### src/rtl/synth_cfg_ctrl_pkg.sv
// Shared constants, opcodes and FSM state type for the synth voice configuration controller.
package synth_pkg;

    localparam int CFG_W = 60;
    localparam int PAD_W = 64;

    localparam logic [7:0] OP_WRITE_CFG = 8'h01;
    localparam logic [7:0] OP_GATE_ON   = 8'h02;
    localparam logic [7:0] OP_GATE_OFF  = 8'h03;

    localparam int AI_LSB  = 0;
    localparam int DI_LSB  = 8;
    localparam int S_LSB   = 16;
    localparam int RI_LSB  = 24;
    localparam int OSC_LSB = 32;
    localparam int FA_LSB  = 44;
    localparam int FB_LSB  = 52;

    typedef enum logic [2:0] {
        IDLE     = 3'd0,
        OPCODE   = 3'd1,
        PAYLOAD  = 3'd2,
        WAIT_END = 3'd3,
        ERROR    = 3'd4
    } state_t;

endpackage

### src/rtl/synth_cfg_ctrl_if.sv
// SPI pin bundle between the host-side driver and the configuration controller.
interface synth_cfg_ctrl_if;
    logic sclk;
    logic mosi;
    logic nss;

    modport master (output sclk, output mosi, output nss);
    modport slave  (input  sclk, input  mosi, input  nss);
endinterface

### src/rtl/synth_cfg_ctrl_spi_pin_sync.sv
// Brings the asynchronous SPI pins into the clk domain and produces registered edge strobes.
module spi_pin_sync #(
    parameter int SYNC_STAGES = 2
) (
    input  logic clk,
    input  logic arstn,
    input  logic sclk_i,
    input  logic mosi_i,
    input  logic nss_i,
    output logic sclk_rise_o,
    output logic nss_fall_o,
    output logic nss_rise_o,
    output logic mosi_s_o
);

    logic [SYNC_STAGES-1:0] sclk_sync_q;
    logic [SYNC_STAGES-1:0] mosi_sync_q;
    logic [SYNC_STAGES-1:0] nss_sync_q;
    logic                   sclk_prev_q;
    logic                   nss_prev_q;

    // Synchroniser chains, edge history and registered strobes; idle bus is sclk low, nss high.
    always_ff @(posedge clk or negedge arstn) begin
        if (!arstn) begin
            sclk_sync_q <= '0;
            mosi_sync_q <= '0;
            nss_sync_q  <= '1;
            sclk_prev_q <= 1'b0;
            nss_prev_q  <= 1'b1;
            sclk_rise_o <= 1'b0;
            nss_fall_o  <= 1'b0;
            nss_rise_o  <= 1'b0;
            mosi_s_o    <= 1'b0;
        end else begin
            sclk_sync_q <= {sclk_sync_q[SYNC_STAGES-2:0], sclk_i};
            mosi_sync_q <= {mosi_sync_q[SYNC_STAGES-2:0], mosi_i};
            nss_sync_q  <= {nss_sync_q[SYNC_STAGES-2:0], nss_i};
            sclk_prev_q <= sclk_sync_q[SYNC_STAGES-1];
            nss_prev_q  <= nss_sync_q[SYNC_STAGES-1];
            sclk_rise_o <= sclk_sync_q[SYNC_STAGES-1] & ~sclk_prev_q;
            nss_fall_o  <= ~nss_sync_q[SYNC_STAGES-1] & nss_prev_q;
            nss_rise_o  <= nss_sync_q[SYNC_STAGES-1] & ~nss_prev_q;
            mosi_s_o    <= mosi_sync_q[SYNC_STAGES-1];
        end
    end

endmodule

### src/rtl/synth_cfg_ctrl.sv
// Framed SPI slave: decodes an opcode byte, stages voice config in a shadow and commits at frame end.
module synth_cfg_ctrl #(
    parameter int SYNC_STAGES = 2,
    parameter int CFG_W       = synth_pkg::CFG_W,
    parameter int PAD_W       = synth_pkg::PAD_W
) (
    input  logic             clk,
    input  logic             arstn,
    synth_cfg_ctrl_if.slave  spi,
    output logic [CFG_W-1:0] cfg_o,
    output logic             cfg_upd_o,
    output logic             trig_o,
    output logic             mute_o,
    output logic             frame_err_o
);
    import synth_pkg::*;

    logic sclk_rise_s, nss_fall_s, nss_rise_s, mosi_s;

    spi_pin_sync #(.SYNC_STAGES(SYNC_STAGES)) u_sync (
        .clk         (clk),
        .arstn       (arstn),
        .sclk_i      (spi.sclk),
        .mosi_i      (spi.mosi),
        .nss_i       (spi.nss),
        .sclk_rise_o (sclk_rise_s),
        .nss_fall_o  (nss_fall_s),
        .nss_rise_o  (nss_rise_s),
        .mosi_s_o    (mosi_s)
    );

    state_t           state_q, state_d;
    logic [7:0]       op_q, op_d;
    logic [6:0]       cnt_q, cnt_d;
    // Only the low CFG_W payload bits survive; the pad bits shift out of the top.
    logic [CFG_W-1:0] shadow_q, shadow_d;
    logic [CFG_W-1:0] cfg_q, cfg_d;
    logic             upd_q, upd_d;
    logic             trig_q, trig_d;
    logic             mute_q, mute_d;
    logic             err_q, err_d;

    // State, shadow and output registers.
    always_ff @(posedge clk or negedge arstn) begin
        if (!arstn) begin
            state_q  <= IDLE;
            op_q     <= 8'h00;
            cnt_q    <= 7'd0;
            shadow_q <= '0;
            cfg_q    <= '0;
            upd_q    <= 1'b0;
            trig_q   <= 1'b0;
            mute_q   <= 1'b0;
            err_q    <= 1'b0;
        end else begin
            state_q  <= state_d;
            op_q     <= op_d;
            cnt_q    <= cnt_d;
            shadow_q <= shadow_d;
            cfg_q    <= cfg_d;
            upd_q    <= upd_d;
            trig_q   <= trig_d;
            mute_q   <= mute_d;
            err_q    <= err_d;
        end
    end

    // Next state; frame end outranks an abort, which outranks a same-cycle sclk edge.
    always_comb begin
        state_d  = state_q;
        op_d     = op_q;
        cnt_d    = cnt_q;
        shadow_d = shadow_q;
        cfg_d    = cfg_q;
        upd_d    = 1'b0;
        trig_d   = trig_q;
        mute_d   = mute_q;
        err_d    = 1'b0;
        if (state_q == IDLE) begin
            if (nss_fall_s) begin
                state_d = OPCODE;
                cnt_d   = 7'd0;
                op_d    = 8'h00;
            end else begin
                state_d = IDLE;
            end
        end else if (nss_rise_s) begin
            state_d = IDLE;
            cnt_d   = 7'd0;
            if (state_q == WAIT_END) begin
                case (op_q)
                    OP_WRITE_CFG: begin
                        cfg_d  = shadow_q;
                        upd_d  = 1'b1;
                        mute_d = 1'b0;
                    end
                    OP_GATE_ON:  trig_d = 1'b1;
                    OP_GATE_OFF: trig_d = 1'b0;
                    default: begin
                        err_d  = 1'b1;
                        mute_d = 1'b0;
                    end
                endcase
            end else begin
                err_d  = 1'b1;
                mute_d = 1'b0;
            end
        end else if (nss_fall_s) begin
            err_d   = 1'b1;
            mute_d  = 1'b0;
            state_d = OPCODE;
            cnt_d   = 7'd0;
            op_d    = 8'h00;
        end else if (sclk_rise_s) begin
            case (state_q)
                OPCODE: begin
                    op_d = {op_q[6:0], mosi_s};
                    if (cnt_q == 7'd7) begin
                        cnt_d = 7'd0;
                        case (op_d)
                            OP_WRITE_CFG: begin
                                state_d = PAYLOAD;
                                mute_d  = 1'b1;
                            end
                            OP_GATE_ON:  state_d = WAIT_END;
                            OP_GATE_OFF: state_d = WAIT_END;
                            default:     state_d = ERROR;
                        endcase
                    end else begin
                        cnt_d = cnt_q + 7'd1;
                    end
                end
                PAYLOAD: begin
                    shadow_d = {shadow_q[CFG_W-2:0], mosi_s};
                    if (cnt_q == 7'(PAD_W - 1)) begin
                        state_d = WAIT_END;
                        cnt_d   = 7'd0;
                    end else begin
                        cnt_d = cnt_q + 7'd1;
                    end
                end
                WAIT_END: state_d = ERROR;
                default:  state_d = state_q;
            endcase
        end else begin
            state_d = state_q;
        end
    end

    assign cfg_o       = cfg_q;
    assign cfg_upd_o   = upd_q;
    assign trig_o      = trig_q;
    assign mute_o      = mute_q;
    assign frame_err_o = err_q;

endmodule
### src/flat_wrapper.sv
// flat-port wrapper written by rule: the top's interface ports become plain ports
module synth_cfg_ctrl_flat import synth_pkg::*;
#(
    parameter int SYNC_STAGES = 2,
    parameter int CFG_W       = synth_pkg::CFG_W,
    parameter int PAD_W       = synth_pkg::PAD_W
)
  (clk, arstn, cfg_o, cfg_upd_o, trig_o, mute_o, frame_err_o, spi_sclk, spi_mosi, spi_nss);
  synth_cfg_ctrl_if spi_i ();
  input  logic clk;
  input  logic arstn;
  output logic [CFG_W-1:0] cfg_o;
  output logic cfg_upd_o;
  output logic trig_o;
  output logic mute_o;
  output logic frame_err_o;
  input wire logic [$bits(spi_i.sclk)-1:0] spi_sclk;
  input wire logic [$bits(spi_i.mosi)-1:0] spi_mosi;
  input wire logic [$bits(spi_i.nss)-1:0] spi_nss;
  assign spi_i.sclk = spi_sclk;
  assign spi_i.mosi = spi_mosi;
  assign spi_i.nss = spi_nss;
  synth_cfg_ctrl #(.SYNC_STAGES(SYNC_STAGES), .CFG_W(CFG_W), .PAD_W(PAD_W)) u_core (.clk(clk), .arstn(arstn), .spi(spi_i), .cfg_o(cfg_o), .cfg_upd_o(cfg_upd_o), .trig_o(trig_o), .mute_o(mute_o), .frame_err_o(frame_err_o));
endmodule
### config.mk
export PLATFORM = sky130hd
export DESIGN_NAME = synth_cfg_ctrl_flat
export DESIGN_NICKNAME = d
export VERILOG_FILES = /design/src/rtl/synth_cfg_ctrl_pkg.sv /design/src/rtl/synth_cfg_ctrl_if.sv /design/src/rtl/synth_cfg_ctrl_spi_pin_sync.sv /design/src/rtl/synth_cfg_ctrl.sv /design/src/flat_wrapper.sv
export SDC_FILE = /design/constraint.sdc
export NUM_CORES = 1
export LEC_CHECK = 0
export BUFFER_PORTS_ARGS = -buffer_cell sky130_fd_sc_hd__buf_4
export CAP_MARGIN = 20
export CORE_UTILIZATION = 58
export DETAILED_ROUTE_END_ITERATION = 8
export GPL_ROUTABILITY_DRIVEN = 0
export PLACE_DENSITY_LB_ADDON = 0.08
export SLEW_MARGIN = 20
export SYNTH_ARGS = -nofsm -noshare
export SYNTH_HDL_FRONTEND = slang
export SYNTH_SLANG_ARGS = --single-unit
### constraint.sdc
create_clock -name clk -period 2.71 [get_ports clk]
set_input_delay 0.271 -clock clk [delete_from_list [all_inputs] [get_ports clk]]
set_output_delay 0.271 -clock clk [all_outputs]
set_load 0.05 [all_outputs]
==> flow_metrics.tcl <==
set metrics [dict create \
    slew_violations 0 \
    overflow 0 \
    num_vias 3894 \
    relSlewSlack_pct 39.6 \
    grt_use_met1_pct 28.3 \
    drt_drc_violations_left 0 \
    drive_above_1_share_pct 26.6 \
    drtIter0Drc 146 \
    io_buffers 68 \
    rsz0062_at_grt "no" \
    grt_use_met2_pct 37.2 \
    ys_warn_count 0 \
    drt_wl_total_um 10700 \
    p_leak_nw 3.90 \
    finalClockSkew_ns 0.0101 \
    ir_drop_v 0.000514 \
    finalSetupTns_ns 0 \
    antenna_found_initial 0 \
    timing.rr.end "u_core.shadow_q[11]" \
    critPathMaxFanout 43 \
    synth-seq-cells 154 \
    grt_pass1_wl_um 17800 \
    finalWorstSetupSlack_ns 0.334 \
    ctsHtreeMaxLevel 4 \
    worstHoldPathType "in -> async" \
    dp.final_hpwl_um 6770 \
    syn-cell-area_um2 5960 \
    p_per_area_nw_per_um2 716 \
    r2r_cells 4 \
    max_stage_delay_ns 0.54 \
    postPlaceCellArea_um2 6630 \
    worst_setup_path_start_kind "flop" \
    reg2reg_slack_ns 0.33 \
    start_util_pct 60.4 \
    die_w_um 103 \
    wl_per_cell_um 14.3 \
    fin_crit_ns 2.38 \
    r2r-start "u_core.state_q[1]" \
    post_cts_buffers 0 \
    crit_end "u_core.shadow_q[11]" \
    root_buffer "clkbuf_8" \
    setup_viol 0 \
    ys_seq_area_share_pct 64.8 \
    nets 606 \
    vias_per_cell 5.22 \
    stdcell_area_um2 7240 \
    cts_sinks 154 \
    grt_usage_pct 22.6 \
    pre_cts_slack_ns 0.374 \
    status "finished, final reports clean" \
    fin_util_pct 73.4 \
    worstSetupPathType "reg -> reg" \
    worstMarginPinSlew_ns 0.900 \
    worstPathArrival_ns 2.79 \
    die_area_um2 10700 \
    hold_viol 0 \
    syn-mean-instance-area_um2 11.3 \
    num_rows 36 \
    max-clock-path-buffers 2 \
    ant_nets 0 \
    fillers 701 \
    grt_util_met3_pct 7.39 \
    synth_cell_types 44 \
    cts_inserted_buffers 17 \
    diodes 0 \
    grt_pass1_vias 3786 \
    maxCapViolations 0 \
    clk_pin_slew_ns 0.06 \
    fp.coreArea_um2 9860 \
    insertion_delay_ns 0.53 \
    post-route-period-util_pct 87.7 \
    path_cells "nor3b_2, nand3_4, buf_4, mux2_2" \
    grt_most_used_layer "met2" \
    dr.pass1.iters 4 \
    clock.fmax_ghz 0.421 \
    grt_start_max_net_pins 76 \
    syn_inst 525 \
    synth_nets 531 \
    cp-startpoint "u_core.state_q[1]" \
    cp.required_ns 3.12 \
    io_pins 69 \
    die_h_um 103 \
    cts_tree "built" \
    synthToLayoutAreaGrowth_pct 21.5 \
    crit_path_end_kind "flop" \
    worst_path_max_delay_cell "nand3_4" \
]
==> power breakdown <==
part | total [W] | internal, W | switching [W]
clock network | 0.00224 | 0.00131 | 0.000926
logic | 0.000488 | 0.000177 | 0.000312
registers | 0.00245 | 0.00237 | 0.0000878
==> sequential cells by signal, summed over array words and instances (netlist names), 2 cells and up <==
signal	cells
u_core.shadow_q	60
u_core.cfg_o	60
u_core.u_sync.sclk_sync_q	2
u_core.cnt_q	7
u_core.u_sync.nss_sync_q	2
u_core.u_sync.mosi_sync_q	2
u_core.op_q	8
u_core.state_q	3
==> placed cells by master (no fill, tap or decap), types with 2 or more instances in the layout <==
| cell type | synthesis | routed |
|---|---|---|
| nand2_1 | 190 | 190 |
| dfrtp_1 | 151 | 151 |
| buf_4 | 0 | 73 |
| mux2_2 | 43 | 43 |
| mux2_1 | 19 | 19 |
| clkbuf_16 | 0 | 16 |
| o21ai_0 | 15 | 15 |
| nand3_1 | 14 | 12 |
| nor2_1 | 8 | 8 |
| inv_1 | 8 | 8 |
| and3_1 | 6 | 5 |
| nor3_1 | 4 | 4 |
| clkinv_2 | 0 | 4 |
| dlygate4sd3_1 | 0 | 4 |
| nor2b_1 | 3 | 3 |
| a31oi_1 | 3 | 3 |
| clkinvlp_4 | 0 | 3 |
| clkinv_4 | 0 | 3 |
| dfstp_2 | 3 | 3 |
| nand4_1 | 2 | 2 |
| a211o_1 | 2 | 2 |
| nand3b_1 | 2 | 2 |
| a21o_1 | 2 | 2 |
| a21oi_1 | 2 | 2 |
| bufinv_16 | 0 | 2 |
| inv_6 | 0 | 2 |
| buf_12 | 0 | 2 |
==> area by class of cell <==
class	count	area [um2]	share of cell area (%)
clock buffer	18	418	5.77
clock inverter	14	146	2.02
inverter	8	30.0	0.415
multi-input combinational	339	1980	27.4
sequential	154	3860	53.3
tap	133	166	2.30
timing repair buffer	80	639	8.83
==> repair_timing <==
| item | 4_1_cts | 5_1_grt |
|---|---|---|
| hold buffers | 4 | 0 |
| gates resized for setup | 0 | 0 |
| hold endpoints to repair | 48 | 0 |
==> layer usage <==
| metal | wire length (um) | part of all wire (%) | vias up |
|---|---|---|---|
| met5 | 0 | 0 | - |
| met4 | 136 | 1.3 | 0 |
| met3 | 359 | 3.4 | 13 |
| met2 | 5330 | 50 | 59 |
| met1 | 4840 | 45 | 1938 |
| li1 | - | - | 1884 |
==> worst min-delay path by stage <==
stage          start               to  slack, ns  cells after the start
6_report       arstn  u_core.cnt_q[1]       0.24                      2
3_3_place_gp   arstn  u_core.cnt_q[3]       0.23                      1
5_1_grt        arstn   u_core.op_q[4]       0.28                      2
4_1_cts        arstn   u_core.op_q[5]       0.24                      2
2_1_floorplan  arstn  u_core.cfg_o[0]      -0.02                      0
3_5_place_dp   arstn  u_core.cnt_q[3]       0.24                      1
==> cell usage after synthesis, drive strengths merged <==
cell    number  share of area (%)
nor3b        2               0.34
o21a         1               0.13
ha           1               0.21
buf         14                1.2
nor4b        1               0.25
nand4b       1               0.15
clkbuf      10               0.63
o22ai        1               0.11
inv          8               0.50
and3         6               0.63
a21oi        2               0.17
or4          1               0.13
nand4        2               0.21
a31oi        3               0.32
a211o        2               0.29
or3          2               0.29
dfstp        3                1.3
o211ai       1               0.13
o21ai       16                1.3
nand3b       2               0.25
dfrtp      151                 63
nor2         9               0.61
mux2        62                 12
a21o         2               0.25
a311oi       1               0.15
nand2b       2               0.34
nand2      191                 12
nor3         4               0.34
a211oi       2               0.34
nor2b        3               0.32
a32o         1               0.17
or2          1               0.11
nand3       14                1.2
and3b        1               0.15
nor4         1               0.11
o41ai        1               0.15
==> worst max-delay path: cells and delay by family, from the launching register on <==
kind / cells / cell delay [ns]
muxes: 1 / 0.29
and+or+nand+nor: 2 / 1.02
buffers and inverters: 1 / 0.41
DFF: 1 / 0.51
==> cells by family after synthesis <==
logic type	Yosys count	share of synthesized area [%]
adder cells (fa/ha/maj)	1	0.210
AO/OA/AOI/OAI	33	3.53
buffers and inverters	32	2.31
AND/OR/NAND/NOR	243	17.5
multiplexers	62	11.7
flip-flops	154	64.8
==> per-stage QoR <==
| step | hold slack [ns] | instances | power [W] |
|---|---|---|---|
| 4_1_cts | 0.244 | 746 | 0.00522 |
| 3_3_place_gp | 0.228 | 710 | 0.00295 |
| 3_5_place_dp | 0.238 | 710 | 0.00297 |
| 6_report | 0.244 | 746 | 0.00518 |
| 5_1_grt | 0.278 | 746 | 0.00539 |
| 2_1_floorplan | -0.0246 | 525 | 0.00282 |
(Power assumes the default switching activity.)
